**config.mk**
```make
export PLATFORM = sky130hd
export DESIGN_NAME = bcd_serial_add_ctrl
export DESIGN_NICKNAME = d
export VERILOG_FILES = /design/src/rtl/bcd_serial_add_ctrl_pkg.sv /design/src/rtl/bcd_serial_add_ctrl_digit_cell.sv /design/src/rtl/bcd_serial_add_ctrl.sv
export SDC_FILE = /design/constraint.sdc
export NUM_CORES = 1
export LEC_CHECK = 0
export CORE_MARGIN = 10
export CORE_UTILIZATION = 55
export DETAILED_ROUTE_END_ITERATION = 16
export HOLD_SLACK_MARGIN = 0.02
export PLACE_DENSITY = 0.95
export SYNTH_ARGS = -nofsm -noshare
export SYNTH_HDL_FRONTEND = slang
export SYNTH_SLANG_ARGS = --single-unit
```
**constraint.sdc**
```tcl
create_clock -name clk -period 5.41 [get_ports clk]
set_input_delay 0.541 -clock clk [delete_from_list [all_inputs] [get_ports clk]]
set_output_delay 0.541 -clock clk [all_outputs]
set_load 0.03 [all_outputs]
```
**src/rtl/bcd_serial_add_ctrl_pkg.sv**
```systemverilog
// Shared definitions for the serial packed-BCD adder controller.
package bcd_serial_add_ctrl_pkg;

    typedef enum logic {
        ST_IDLE = 1'b0,
        ST_ADD  = 1'b1
    } state_t;

    localparam logic [4:0] BCD_MAX  = 5'd9;
    localparam logic [3:0] BCD_CORR = 4'd6;

    // Width of the digit index; a single-digit adder still gets one bit.
    function automatic int idx_width(input int digits);
        return (digits <= 2) ? 1 : $clog2(digits);
    endfunction

endpackage

```
**src/rtl/bcd_serial_add_ctrl_digit_cell.sv**
```systemverilog
// Combinational single-digit BCD adder: x + y + c with decimal correction.
// Digits above 9 go through the same rule unchanged (no saturation).
module bcd_digit_cell
    import bcd_serial_add_ctrl_pkg::*;
(
    input  logic [3:0] x,
    input  logic [3:0] y,
    input  logic       c,
    output logic [3:0] digit,
    output logic       carry
);

    logic [4:0] t;

    // Binary sum, then add 6 (mod 16) whenever the sum passes 9.
    always_comb begin
        t = {1'b0, x} + {1'b0, y} + {4'b0000, c};
        if (t > BCD_MAX) begin
            digit = t[3:0] + BCD_CORR;
            carry = 1'b1;
        end else begin
            digit = t[3:0];
            carry = 1'b0;
        end
    end

endmodule

```
**src/rtl/bcd_serial_add_ctrl.sv**
```systemverilog
// Serial packed-BCD adder controller: one digit per clock, LSD first,
// through a single shared digit cell.
//
// state   | meaning
// --------+-----------------------------------------------------------
// ST_IDLE | waiting for start; sum/cout/err hold the last result
// ST_ADD  | processing digit idx; leaves after digit DIGITS-1 with done
module bcd_serial_add_ctrl
    import bcd_serial_add_ctrl_pkg::*;
#(
    parameter int DIGITS = 4
) (
    input  logic                  clk,
    input  logic                  rst,
    input  logic                  start,
    input  logic [4*DIGITS-1:0]   a,
    input  logic [4*DIGITS-1:0]   b,
    input  logic                  cin,
    output logic                  busy,
    output logic                  done,
    output logic [4*DIGITS-1:0]   sum,
    output logic                  cout,
    output logic                  err
);

    localparam int IDXW = idx_width(DIGITS);
    localparam logic [IDXW-1:0] LAST_IDX = IDXW'(DIGITS - 1);

    state_t          state;
    state_t          state_nxt;
    logic [3:0]      a_dig   [DIGITS];
    logic [3:0]      b_dig   [DIGITS];
    logic [3:0]      sum_dig [DIGITS];
    logic [IDXW-1:0] idx;
    logic            carry;
    logic            accept;
    logic            last;
    logic            in_err;
    logic [3:0]      cell_digit;
    logic            cell_carry;

    assign accept = (state == ST_IDLE) && start;
    assign last   = (state == ST_ADD) && (idx == LAST_IDX);
    assign busy   = (state == ST_ADD);

    bcd_digit_cell u_cell (
        .x     (a_dig[idx]),
        .y     (b_dig[idx]),
        .c     (carry),
        .digit (cell_digit),
        .carry (cell_carry)
    );

    // Flag any non-BCD nibble on the live operand inputs; latched at accept.
    always_comb begin
        in_err = 1'b0;
        for (int i = 0; i < DIGITS; i++) begin
            if (({1'b0, a[4*i +: 4]} > BCD_MAX) || ({1'b0, b[4*i +: 4]} > BCD_MAX))
                in_err = 1'b1;
        end
    end

    // State register.
    always_ff @(posedge clk or posedge rst) begin
        if (rst)
            state <= ST_IDLE;
        else
            state <= state_nxt;
    end

    // Next-state logic.
    always_comb begin
        state_nxt = state;
        case (state)
            ST_IDLE: if (accept) state_nxt = ST_ADD;
            ST_ADD:  if (last)   state_nxt = ST_IDLE;
            default:             state_nxt = ST_IDLE;
        endcase
    end

    // Operand capture, digit sequencing, carry ripple and result registers.
    always_ff @(posedge clk or posedge rst) begin
        if (rst) begin
            for (int i = 0; i < DIGITS; i++) begin
                a_dig[i]   <= 4'd0;
                b_dig[i]   <= 4'd0;
                sum_dig[i] <= 4'd0;
            end
            idx   <= '0;
            carry <= 1'b0;
            cout  <= 1'b0;
            err   <= 1'b0;
            done  <= 1'b0;
        end else begin
            done <= 1'b0;
            if (accept) begin
                for (int i = 0; i < DIGITS; i++) begin
                    a_dig[i]   <= a[4*i +: 4];
                    b_dig[i]   <= b[4*i +: 4];
                    sum_dig[i] <= 4'd0;
                end
                idx   <= '0;
                carry <= cin;
                cout  <= 1'b0;
                err   <= in_err;
            end else if (state == ST_ADD) begin
                sum_dig[idx] <= cell_digit;
                carry        <= cell_carry;
                if (last) begin
                    cout <= cell_carry;
                    done <= 1'b1;
                end else begin
                    idx <= idx + IDXW'(1);
                end
            end
        end
    end

    // Pack the digit registers onto the sum port.
    always_comb begin
        sum = '0;
        for (int i = 0; i < DIGITS; i++)
            sum[4*i +: 4] = sum_dig[i];
    end

endmodule

```
# Yosys cells after proc, flatten, opt, wreduce, memory -nomap -nowiden
# Index checks and enable logic that the tools add are counted.
op_classes:
  addsub: 4
  multipliers: 0
  div_mod_pow: 0
  order_cmp: 11
  n_eq_ne: 2
  shift: 0
  muxes: 31
  n_bitwise: 2
  n_reduce_logical: 11
ops:
  columns: ["operator", "n"]
  rows:
  - ["greater-than comparator 4 bit (second input constant)", 8]
  - ["2-to-1 mux 16 bit", 2]
  - ["2-to-1 mux 4 bit", 6]
  - ["binary-select mux 4 bit (select 2 bit)", 2]
  - ["bitwise mux 16 bit", 1]
  - ["2-to-1 mux 1 bit", 15]
  - ["demux 4 bit (select 2 bit)", 1]
  - ["2-to-1 mux 2 bit", 3]
  - ["adder 4 x 4 -> 5 bit", 1]
  - ["adder 5 x 1 -> 5 bit", 1]
  - ["greater-than comparator 5 x 4 -> 1 bit (second input constant)", 1]
  - ["adder 4 x 3 -> 4 bit (second input constant)", 1]
  - ["logical OR 1 bit", 4]
  - ["AND reduction 2 bit", 2]
  - ["nonzero test 2 bit", 2]
  - [">= comparator 3 bit (second input constant)", 1]
  - ["logical AND 1 bit", 3]
  - ["less-than comparator 3 x 1 -> 1 bit (second input constant)", 1]
  - ["NOT 2 -> 3 bit", 1]
  - ["adder 2 x 1 -> 2 bit (second input constant)", 1]
  - ["== test 2 bit (second input constant)", 1]
  - ["inequality test 2 bit (second input constant)", 1]
  - ["one-hot mux 1 bit (2 select lines)", 1]
  - ["NOT 1 bit", 1]
word_totals:
  register_bits: 55
  latchBits: 0
  ramBits: 0
  romBits: 0
  in_bits: 36
  output_inout_bits: 20
  elab_cells: 79
  memories: 0

# Longest topological paths before layout
# Gate-level depths: netlist of run 1.
logic_depth:
  ltp_word: 11
  mapped_depth: 12
  ltp_nobuf: 9

# Modules after synthesis
# A second synthesis of run 1 with hierarchy kept.
hier_totals:
  cells_unflattened: 191
  hier_area_um2: 2815.2
modules_own_cells:
  columns: ["mod", "instances", "cells_each", "area_per_inst_um2", "seq_area_each_um2"]
  rows:
  - ["bcd_serial_add_ctrl", 1, 169, 2603.7, 1376.3]
  - ["bcd_digit_cell", 1, 22, 211.5, 0.0]

# Worst setup path after synthesis of run 1
# No wires, ideal clock.
synth_path:
  path_kind: "reg-to-reg"
  from: "register idx[0]"
  to: "register sum_dig (netlist bit sum[10])"
  setup_ns: 0.126
  arrival_time_ns: 3.515
  required_ns: 5.284
  setup_slack_ns: 1.769
  stages_incl_launch_ff: 12
  path_buffers: 2
  synth_period_minus_slack_ns: 3.641
  cell_sequence: "dfrtp_1 > buf_2 > mux4_2 > fa_1 > fa_1 > xnor2_1 > ha_1 > nand2b_1 > and4_1 > or2_0 > buf_2 > a221o_1"
synth_via:
  elab_chain_len: 11
  elab_cells_between_ends: 20
  classes_between: "add/sub (3); order compare (3); mux (12); bitwise (1); reduce/logical (1)"
synth_lines:
  columns: ["item", "line_no", "rtl"]
  rows:
  - ["from (decl)", "bcd_serial_add_ctrl.sv:34", "logic [IDXW-1:0] idx;"]
  - ["from (signal assigned)", "bcd_serial_add_ctrl.sv:113", "idx <= idx + IDXW'(1);"]
  - ["NOT 2 -> 3 bit (not written as such) *", "bcd_serial_add_ctrl.sv:47, bcd_serial_add_ctrl.sv:48, bcd_serial_add_ctrl.sv:107", null]
  - ["binary-select mux 4 bit (select 2 bit), on equally long branches", "bcd_serial_add_ctrl.sv:47, bcd_serial_add_ctrl.sv:48", null]
  - ["2-to-1 mux 4 bit, on equally long branches (2 in a row)", "bcd_serial_add_ctrl.sv:47, bcd_serial_add_ctrl.sv:48", null]
  - ["adder 4 x 4 -> 5 bit", "bcd_serial_add_ctrl_digit_cell.sv:17", "t = {1'b0, x} + {1'b0, y} + {4'b0000, c};"]
  - ["adder 5 x 1 -> 5 bit", "bcd_serial_add_ctrl_digit_cell.sv:17", null]
  - ["adder 4 x 3 -> 4 bit / greater-than comparator 5 x 4 -> 1 bit (equally long branches)", "bcd_serial_add_ctrl_digit_cell.sv:19, bcd_serial_add_ctrl_digit_cell.sv:18", null]
  - ["2-to-1 mux 4 bit", "bcd_serial_add_ctrl_digit_cell.sv:18", "if (t > BCD_MAX) begin"]
  - ["bitwise mux 16 bit *", "bcd_serial_add_ctrl.sv:107", "sum_dig[idx] <= cell_digit;"]
  - ["2-to-1 mux 16 bit *", "bcd_serial_add_ctrl.sv:106", "end else if (state == ST_ADD) begin"]
  - ["2-to-1 mux 16 bit *", "bcd_serial_add_ctrl.sv:96", "if (accept) begin"]
  - ["to (signal, indexed assignment)", "bcd_serial_add_ctrl.sv:107", null]
  - ["to (decl)", "bcd_serial_add_ctrl.sv:33", "logic [3:0] sum_dig [DIGITS];"]
# Every way passes the cells marked *; elsewhere a longest branch is shown, timed or not. The select of a mux whose other input is x is not followed.
# A chain may end at the register's enable or synchronous reset.

# Final worst setup path of run 1
layout_path:
  from: "register idx[0]"
  to: "register sum_dig (netlist bit sum[6])"
# The elaborated chain is that of the path after synthesis.

==> out/summary.md, run 1 <==
DRC marker count from the first detailed-route iteration: 138. The count of H-tree levels built during CTS was 2; the maximum number of pins on one net before global-route repair was 56. The worst setup path is of the flip-flop to flip-flop kind. Once placement finished, the instance area stood at 0.00340 mm^2.

Sorting the synthesized cells by area gives the leading types as sky130_fd_sc_hd__dfrtp_1, sky130_fd_sc_hd__nand2_1, sky130_fd_sc_hd__mux4_2, sky130_fd_sc_hd__ha_1, sky130_fd_sc_hd__nand3_1. The simple logic cell fraction of the synthesized area was 0.250; the remaining number of nets flagged by the antenna check after routing was 0. The path class of the tightest hold or removal check is flip-flop to flip-flop. Setup repair after global routing left no endpoint under its margin. Row generation in the floorplan step produced 26 rows. The boundary pin count came out at 56.

TritonCTS built the clock tree. The setup skew after layout came out at 7.81 ps. Buffers inserted to repair hold after CTS numbered 0.

The synthesized netlist occupies a cell area of 0.00283 mm^2. The critical path goes through mux4_2, fa_1, fa_1, xnor2_1, ha_1, nor2b_1, a211oi_1, or2_0, a221o_1. Dividing the synthesized area by the synthesized cell count gives 9.29 um^2.

STA classifies the critical path startpoint as a flip-flop. The detailed-route via count is 2,504, and the number of buffers added for setup after CTS is 0. Summed over all nets, the half-perimeter wirelength after detailed placement is 5360 um. The tools report the initial core utilization as 0.560. The largest stage delay on the critical path is 720 ps. The number of pins with negative max-slew slack in the final report was 0; the number of hold violations in the final report was 0. The synthesized netlist contains 36 unique library cells. From bottom edge to top edge, the die measures 91.7 um. The tightest hold path in the finished design has a slack of 481 ps. The adder-cell share of the synthesized area is 0.0496, and the area fraction in compound gates after synthesis is 0.108. Counting stages on the worst path, the most repeated cell is sky130_fd_sc_hd__fa_1. The async set-reset flop share out of synthesis was 1.00; the clock-pin slew reported for the worst setup and hold paths after clock tree synthesis was 90 ps. The fraction of synthesized area in multiplexers was 0.0638. During synthesis, Yosys emitted a total of 0 warnings.

The fraction of synthesized cell area in xor and xnor cells was 0.00310. The final worst-path cycle share works out to 0.781. The total area inside the core boundary comes to 0.00504 mm^2. The floorplan step set the die width to 91.7 um.

The logs give 0 for the number of antenna violations at the first check in global routing and 350 for the synthesized net count. The port buffer count is 55. In this run, synthesis produced a sequential element count of 55.

The logs give 7050 um for the total length of routed wires and 0 for the number of antenna repair diodes. Dividing the detail-routed via count by the number of cells gives 5.95. The number of instances in the synthesized netlist is 304. The clock reaches the later pin of the worst-skew pair after 320 ps. By count the netlist is led by sky130_fd_sc_hd__nand2_1, sky130_fd_sc_hd__dfrtp_1, sky130_fd_sc_hd__nand3_1. The total routing usage reported by global routing is 0.174, and the maximum fanout count along the critical path is 11. The tools report the worst slew margin relative to its limit as 0.256. The finished cells cover 0.00349 mm^2. The predominant post-synthesis flop cell is sky130_fd_sc_hd__dfrtp_1.

The dominant combinational cell family by area after synthesis is simple AND/OR/NAND/NOR gates. The logs give 0 for the final-report setup violation count and 2,615 for the number of global-route vias before repair. The run gives 5610 ps as the required time of the worst setup path. The first-pass GRT wire length is 12,300 um, and the total clock buffers created by CTS is 5.

At the placement stage, the worst setup path has a slack of 1250 ps. In this run, post-CTS repair resized a total of 0 instances. CTS saw 55 sinks. Cell accounting for the most synthesized area: sky130_fd_sc_hd__dfrtp_1. The area growth from synthesis to layout is 23.4%. In this run the clock root is driven by a sky130_fd_sc_hd__clkbuf_8.

The timing-limited maximum frequency is 237 MHz, and the wire length per cell is 16.7 um. The run gives 4420 ps as the arrival time reported for the critical path endpoint. The run finished with clean final reports. Subtracting the final worst setup slack from the clock period gives 4220 ps. The length of the first detailed-routing pass in iterations was 8; the fraction of final layout cells with drive strength greater than 1 was 0.0570. Most instantiated library cell after synthesis: sky130_fd_sc_hd__nand2_1.

The top-area cell type share of the netlist area was 0.487; the overflow left after global routing was 0. The die covers 0.00840 mm^2. At the pin with the least slew margin, the transition time is 1110 ps. Routability-driven placement finished with a final weighted congestion of 0.874. For this run, the post-layout net count is 396. The sequential fraction of the synthesis area is 0.487. The number of synthesized flops with an enable pin was 0.

The clock passes through at most 2 buffers. STA classifies the critical path endpoint as a flip-flop. Setup slack closes at 1190 ps. The run gives 0 as the total DRC errors in the routed layout.

For this design, the slowest cell found on the critical path is sky130_fd_sc_hd__dfrtp_1. The sum of negative setup slack was 0 ps. The tool flagged a number of max-cap violations equal to 0.
[routing by layer]
| layer | global-route usage | vias up | wire [um] |
|---|---|---|---|
| met5 | 0 | - | 0 |
| met4 | 0.0757 | 0 | 240 |
| met3 | 0.0595 | 32 | 652 |
| met2 | 0.298 | 143 | 3440 |
| met1 | 0.193 | 1183 | 2720 |
| li1 | - | 1146 | - |
[cell type report]
class	instances	area [um^2]
fillers	411	1560
flip-flops and latches	55	1380
multi-input cells	222	1340
repair buffers	56	558
well taps	70	87.6
clock buffers	6	72.6
inverters	10	37.5
clock inverters	2	12.5
[cells by family after synthesis]
family / count (synthesis)
buffers and inverters: 27
AND/OR/NAND/NOR: 162
flip-flops: 55
multiplexers: 8
adder cells (fa/ha/maj): 10
XOR/XNOR: 1
AO/OA/AOI/OAI: 41
[stage by stage]
step	cells	util
final	421	0.692
after global routing	421	0.692
after CTS	421	0.692
after detailed placement	413	0.675
after global placement	413	0.675
after floorplan	304	-
[state kept, by name, summed over array words and instances, names as in the netlist]
| name | flops |
|---|---|
| busy | 1 |
| idx | 2 |
| carry | 1 |
| a_dig | 16 |
| done | 1 |
| err | 1 |
| sum | 16 |
| b_dig | 16 |
| cout | 1 |
[layout by cell type (no fill, tap or decap), drive strengths merged, types with 6 or more instances in the layout]
| master | instances |
|---|---|
| a221o | 6 |
| clkbuf | 6 |
| clkdlybuf4s50 | 55 |
| dfrtp | 55 |
| ha | 8 |
| inv | 10 |
| mux4 | 8 |
| nand2 | 110 |
| nand3 | 16 |
| nand4 | 6 |
| nor2 | 6 |
| o21ai | 12 |
[critical path, delay by kind of cell (launching register included)]
kind                     cells  cell delay [ps]
multiplexers                 1              590
adder cells (fa/ha/maj)      3             1250
flip-flops                   1              720
AO/OA/AOI/OAI                2              500
AND/OR/NAND/NOR              2              640
XOR/XNOR                     1              410
[final timing paths]
check	start	endpoint	slack (ps)	cells past startpoint
max	idx[0]	sum[6]	1190	9
min	b_dig[2]	b_dig[2]	480	2
max reg2reg	idx[0]	sum[6]	1190	9
min reg2reg	b_dig[2]	b_dig[2]	480	2
max in group asynchronous	rst	b_dig[1]	3920	2
min in group asynchronous	rst	sum[3]	800	2
Power of run 1 is not shown: default switching activity piles up to over one toggle a cycle in this logic, so the estimate is an artifact.
==> inputs of run 2 (changes only) <==
--- a/config.mk
+++ b/config.mk
@@ -6,10 +6,10 @@
 export NUM_CORES = 1
 export LEC_CHECK = 0
 export CORE_MARGIN = 10
-export CORE_UTILIZATION = 55
+export CORE_UTILIZATION = 47
 export DETAILED_ROUTE_END_ITERATION = 16
 export HOLD_SLACK_MARGIN = 0.02
-export PLACE_DENSITY = 0.95
+export PLACE_DENSITY = 0.88
 export SYNTH_ARGS = -nofsm -noshare
 export SYNTH_HDL_FRONTEND = slang
 export SYNTH_SLANG_ARGS = --single-unit
==> constraint.sdc (replaced) <==
create_clock -name clk -period 3.7 [get_ports clk]
set_input_delay 0.37 -clock clk [delete_from_list [all_inputs] [get_ports clk]]
set_output_delay 0.37 -clock clk [all_outputs]
set_load 0.03 [all_outputs]
==> out/summary.md, run 2 (synthesis results as in run 1) <==
The length of the first detailed-routing pass in iterations was 5 (-3). The sum of negative setup slack was 0 ps (unchanged). The worst register-to-register path ends at sum[10].

For the number of antenna repair diodes, the log shows 0 (unchanged). The cell count of the worst reg-to-reg path was 9 (unchanged); the sequential cell area was 0.00138 mm^2 (unchanged). The final-report setup violation count was 0 (unchanged); the signed area change from the synthesized netlist to the final layout was 26.0%. The number of pins with negative max-slew slack in the final report is 0 (unchanged).

The total routing usage reported by global routing is 0.153 (-0.0210), and the routability congestion estimate from global placement is 0.849 (-2.8%). The number of nets in the layout came out at 402 (+1.5%). The total clock buffers created by CTS is 5 (unchanged). The global-route met2 utilization is 0.258 (-0.0404), and the remaining number of nets flagged by the antenna check after routing is 0 (unchanged).

STA classifies the critical path startpoint as a flip-flop. The final worst-path cycle share came out at 0.932 (+0.151). The tools report the met1 layer usage reported by global route as 0.181 (-0.0127).

The setup skew after layout is 6.75 ps (-1.06 ps), and the maximum number of pins on one net before global-route repair is 56 (unchanged). The run gives 55 (unchanged) as the number of clock sinks seen by CTS. The reg2reg setup slack was 250 ps (-940 ps); the overflow left after global routing was 0 (unchanged). The top cell types in the final layout, fill and taps aside, are sky130_fd_sc_hd__nand2_1, sky130_fd_sc_hd__dfrtp_1, sky130_fd_sc_hd__clkdlybuf4s50_1. Type of the most critical hold path: flip-flop to flip-flop. In this run the critical register-to-register path is launched from idx[0]. The logs give 3650 ps (-770 ps) for the arrival time reported for the critical path endpoint and 5460 um (+1.9%) for the half-perimeter wire length after placement.

The source-to-sink clock delay at the later pin of the worst-skew pair is 310 ps (about the same). Class of the most critical setup path: flip-flop to flip-flop. The wire length per cell was 16.5 um (-1.5%). For the number of antenna violations at the first check in global routing, the log shows 0 (unchanged). For the DRC marker count from the first detailed-route iteration, the log shows 207 (+50%).

The library cell used most frequently in the layout, excluding fill and tap cells, is sky130_fd_sc_hd__nand2_1. The global-route met3 utilization was 0.0441 (-0.0154). The root buffer cell chosen for the clock tree is sky130_fd_sc_hd__clkbuf_8. The global routing stage identified its most utilized layer as met2. Setup repair after global routing left no endpoint under its margin. The tools report the worst slew margin relative to its limit as 0.256 (-0.000697).

The worst setup path is captured at a flip-flop. The boundary pin count is 56 (unchanged), and the routed via count divided by cell count is 5.64 (-5.2%). For the initial core utilization, the log shows 0.480 (-0.0803). The count of H-tree levels built during CTS was 2 (unchanged); the maximum fanout count along the critical path was 8 (-3). The tools report the area of the core region as 0.00589 mm^2 (+17%). The slew at the pin closest to its max-slew limit is 1110 ps (+4.45 ps).

The total length of routed wires was 7120 um (+1.1%); the overall die height was 97.5 um (+6.4%). The number of max-cap violations is 0 (unchanged), and the floorplan die area is 0.00951 mm^2 (+13%). The number of inserted filler cells in the final layout is 527 (+28%). The required time of the worst setup path is 3900 ps (-1710 ps).

For the timing-limited maximum frequency, the log shows 290 MHz (+22%). TritonCTS built the clock tree. The tools report the first element of the critical path as idx[0]. Total DRC errors in the routed layout: 0 (unchanged). The detailed-route via count was 2,436 (-2.7%); the area of the multi-input gates was 0.00135 mm^2 (+0.75%). The fraction of final layout cells with drive strength greater than 1 is 0.0784 (+0.0215), and the clock-pin slew reported for the worst setup and hold paths after clock tree synthesis is 100 ps (about the same). The critical path ends at sum[10]. The horizontal extent of the die works out to 97.5 um (+6.4%).

Number of core rows: 28 (+7.7%). The worst-case clock buffer depth came out at 2 (unchanged). The run finished with clean final reports.

The run gives 2,575 (-1.5%) as the number of global-route vias before repair. The port buffer count was 55 (unchanged); the first-pass GRT wire length was 12,400 um (+0.90%). The number of hold violations in the final report is 0 (unchanged), and the post-route minimum period is 3450 ps (-775 ps).
## run 2: layer usage
metal,vias up,part of all wire
li1,1157,-
met1,1154,0.42
met2,107,0.48
met3,18,0.073
met4,0,0.027
met5,-,0
## run 2: timing repair
action	in CTS	in global routing
hold endpoints to repair	0	0
hold buffers	0	0
resized for setup	0	3
buffers inserted	0	0
setup endpoints to repair	0	8
## run 2: area by class of cell
class,count,share of cell area
clock buffers,7,0.0243
flip-flops and latches,55,0.387
clock inverters,1,0.00246
repair buffers,62,0.169
well taps,75,0.0264
multi-input cells,222,0.380
inverters,10,0.0105
## run 2: worst max-delay path: stages, from the launching register on
cell and delay (ps):
sky130_fd_sc_hd__dfrtp_1 420, sky130_fd_sc_hd__mux4_2 530, sky130_fd_sc_hd__fa_1 450, sky130_fd_sc_hd__fa_1 480, sky130_fd_sc_hd__xnor2_2 190, sky130_fd_sc_hd__ha_2 250, sky130_fd_sc_hd__nor2b_1 190, sky130_fd_sc_hd__a211oi_1 90
sky130_fd_sc_hd__or2_1 370, sky130_fd_sc_hd__a221o_1 360
## run 2: worst min-delay path by stage
| stage | from | end | slack [ps] | depth (start not counted) |
|---|---|---|---|---|
| 6_report | b_dig[7] | b_dig[7] | 480 | 2 |
| 5_1_grt | b_dig[7] | b_dig[7] | 510 | 2 |
| 4_1_cts | b_dig[7] | b_dig[7] | 480 | 2 |
| 2_1_floorplan | a_dig[4] | a_dig[4] | 440 | 2 |
| 3_3_place_gp | a_dig[15] | a_dig[15] | 450 | 2 |
| 3_5_place_dp | b_dig[7] | b_dig[7] | 460 | 2 |
## run 2: stage by stage
| stage | setup slack, ps | instance area [um^2] | instances | hold slack, ps | util |
|---|---|---|---|---|---|
| 5_1_grt | 49.0 | 3560 | 432 | 506 | 0.605 |
| 4_1_cts | 121 | 3550 | 432 | 482 | 0.603 |
| 3_3_place_gp | 298 | 3450 | 424 | 453 | 0.587 |
| 2_1_floorplan | 59.0 | 2830 | 304 | 440 | - |
| 6_report | 251 | 3560 | 432 | 478 | 0.605 |
| 3_5_place_dp | 133 | 3450 | 424 | 459 | 0.587 |
Power of run 2 is left out for the same reason.
==> inputs of run 3 (changes only) <==
--- a/config.mk
+++ b/config.mk
@@ -5,6 +5,7 @@
 export SDC_FILE = /design/constraint.sdc
 export NUM_CORES = 1
 export LEC_CHECK = 0
+export CAP_MARGIN = 25
 export CORE_MARGIN = 10
 export CORE_UTILIZATION = 47
 export DETAILED_ROUTE_END_ITERATION = 16
==> out/summary.md, run 3 (synthesis results as in run 1) <==
The run gives 0 (unchanged) as the final-report setup violation count. The detailed-route via count came out at 2,470 (+1.4%). The tools report the number of clock sinks seen by CTS as 55 (unchanged). For the boundary pin count, the log shows 56 (unchanged). The worst slew margin relative to its limit was 0.576 (+0.320); the number of buffers added to fix hold violations after cts was 0 (unchanged).

Leaving out fill and tap cells, the most frequent cells in the layout are sky130_fd_sc_hd__nand2_1, sky130_fd_sc_hd__dfrtp_1, sky130_fd_sc_hd__clkdlybuf4s50_1. The wire length per cell is 16.5 um (+0.24%), and the horizontal extent of the die is 97.5 um (unchanged). For the number of antenna violations at the first check in global routing, the log shows 0 (unchanged).

The fraction of final layout cells with drive strength greater than 1 was 0.0836 (+0.00513). Overflow left after global routing: 0 (unchanged). The worst setup path is of the flip-flop to flip-flop kind. STA classifies the critical path endpoint as a flip-flop. Number of antenna repair diodes: 0 (unchanged).

The routed via count divided by cell count came out at 5.69 (+0.93%). Compared with the post-synthesis result, the final layout area differs by 27.2%. The slew at the pin closest to its max-slew limit came out at 636 ps (-479 ps). The logs give 240 ps (about the same) for the reg2reg setup slack and 0.611 (+0.00595) for the final core utilization. The worst register-to-register path ends at sum[14]. The run gives 0.00135 mm^2 (unchanged) as the area of the multi-input gates. Most common cell after layout, fill and taps aside: sky130_fd_sc_hd__nand2_1. The run gives 523 (-0.76%) as the number of inserted filler cells in the final layout. Number of core rows: 28 (unchanged). The tools report the number of global-route vias before repair as 2,589 (+0.54%). The port buffer count was 55 (unchanged); the number of buffers added for setup after CTS was 0 (unchanged).

The category of the worst setup path launch point is a flip-flop. The length of the first detailed-routing pass in iterations was 5 (unchanged). The run gives 0.00138 mm^2 (unchanged) as the sequential cell area. The reg-to-reg critical path startpoint is idx[0]. The DRC marker count from the first detailed-route iteration was 159 (-23%); the maximum fanout count along the critical path was 8 (unchanged).

The run gives 128 ps (-4.48 ps) as the minimum setup slack after placement. For the source-to-sink clock delay at the later pin of the worst-skew pair, the log shows 310 ps (about the same). The final worst-path cycle share was 0.935 (+0.00237). The instance area at placement is 0.00347 mm^2 (+0.58%), and the post-route minimum period is 3460 ps (+8.76 ps). The cell count of the worst reg-to-reg path is 9 (unchanged), and the routability congestion estimate from global placement is 0.849 (unchanged).

The floorplan die area is 0.00951 mm^2 (unchanged). The timing-limited maximum frequency is 289 MHz (-0.25%), and the maximum number of pins on one net before global-route repair is 36 (-36%). The logs give 0 (unchanged) for the remaining number of nets flagged by the antenna check after routing and 0 (unchanged) for the number of pins with negative max-slew slack in the final report. For the arrival time reported for the critical path endpoint, the log shows 3660 ps (about the same).

The total DRC errors in the routed layout was 0 (unchanged); the clock-pin slew reported for the worst setup and hold paths after clock tree synthesis was 100 ps (about the same). Total clock buffers created by CTS: 5 (unchanged). Final cell area excluding filler cells: 0.00359 mm^2 (+0.98%).

The setup skew after layout is 5.23 ps (-1.52 ps). TritonCTS built the clock tree. For the number of max-cap violations, the log shows 0 (unchanged).

The cell sitting at the root of the clock tree is a sky130_fd_sc_hd__clkbuf_8. For the sum of negative setup slack, the log shows 0 ps (unchanged). The worst-case clock buffer depth is 2 (unchanged), and the overall die height is 97.5 um (unchanged). The tools report the number of hold violations in the final report as 0 (unchanged). Setup repair after global routing left no endpoint under its margin.

The first-pass GRT wire length was 12,200 um (-1.8%). The area of the core region is 0.00589 mm^2 (unchanged), and the required time of the worst setup path is 3900 ps (about the same). The tightest min-delay check is of the input pin to async pin type.

For the number of nets in the layout, the log shows 404 (+0.50%). The run finished with clean final reports. For the total routing usage reported by global routing, the log shows 0.150 (-0.00296). The initial core utilization came out at 0.480 (unchanged). Count of H-tree levels built during CTS: 2 (unchanged). Total length of routed wires: 7170 um (+0.70%).

The tools report the half-perimeter wire length after placement as 5490 um (+0.49%). The run gives 242 ps (-8.76 ps) as the worst setup margin.
-- run 3: changes by cell type in the layout (fill, tap and decap cells not counted) --
cell | before | now
sky130_fd_sc_hd__buf_12 | 0 | 1
sky130_fd_sc_hd__buf_8 | 0 | 1
-- run 3: per-layer routing --
layer,up-vias,share of wire,global-route usage
li1,1168,-,-
met1,1160,0.40,0.174
met2,124,0.49,0.256
met3,18,0.086,0.0469
met4,0,0.023,0.0515
met5,-,0,0
-- run 3: timing repair --
action                     4_1_cts  5_1_grt
hold endpoints to repair         0        0
setup endpoints to repair        0        8
resized for setup                0        3
-- run 3: worst max path at each step --
stage / from / end / slack, ps / depth (start not counted)
3_5_place_dp: idx[0] / sum[14] / 130 / 9
3_3_place_gp: idx[0] / sum[14] / 300 / 9
5_1_grt: idx[0] / sum[6] / 10 / 9
6_report: idx[0] / sum[14] / 240 / 9
4_1_cts: idx[0] / sum[10] / 60 / 9
2_1_floorplan: idx[0] / sum[10] / 60 / 11
-- run 3: area by class of cell --
cell class / instances / share of cell area
multi-input combinational: 222 / 0.376
tap: 75 / 0.0261
clock buffer: 7 / 0.0240
sequential: 55 / 0.383
timing repair buffer: 64 / 0.178
clock inverter: 1 / 0.00244
inverter: 10 / 0.0104
-- run 3: metrics by stage --
| step | hold slack [ps] | instances |
|---|---|---|
| after floorplan | 440 | 304 |
| after global placement | 453 | 424 |
| after detailed placement | 460 | 425 |
| after CTS | 385 | 433 |
| after global routing | 408 | 434 |
| final | 378 | 434 |
-- run 3: worst max-delay path: stages (launching register included) --
cell                       delay, ps
sky130_fd_sc_hd__dfrtp_1         420
sky130_fd_sc_hd__mux4_2          530
sky130_fd_sc_hd__fa_1            450
sky130_fd_sc_hd__fa_1            490
sky130_fd_sc_hd__xnor2_2         200
sky130_fd_sc_hd__ha_2            260
sky130_fd_sc_hd__nor2b_1         190
sky130_fd_sc_hd__a211oi_1         90
sky130_fd_sc_hd__or2_1           360
sky130_fd_sc_hd__a221o_1         360
Power of run 3 is left out for the same reason.
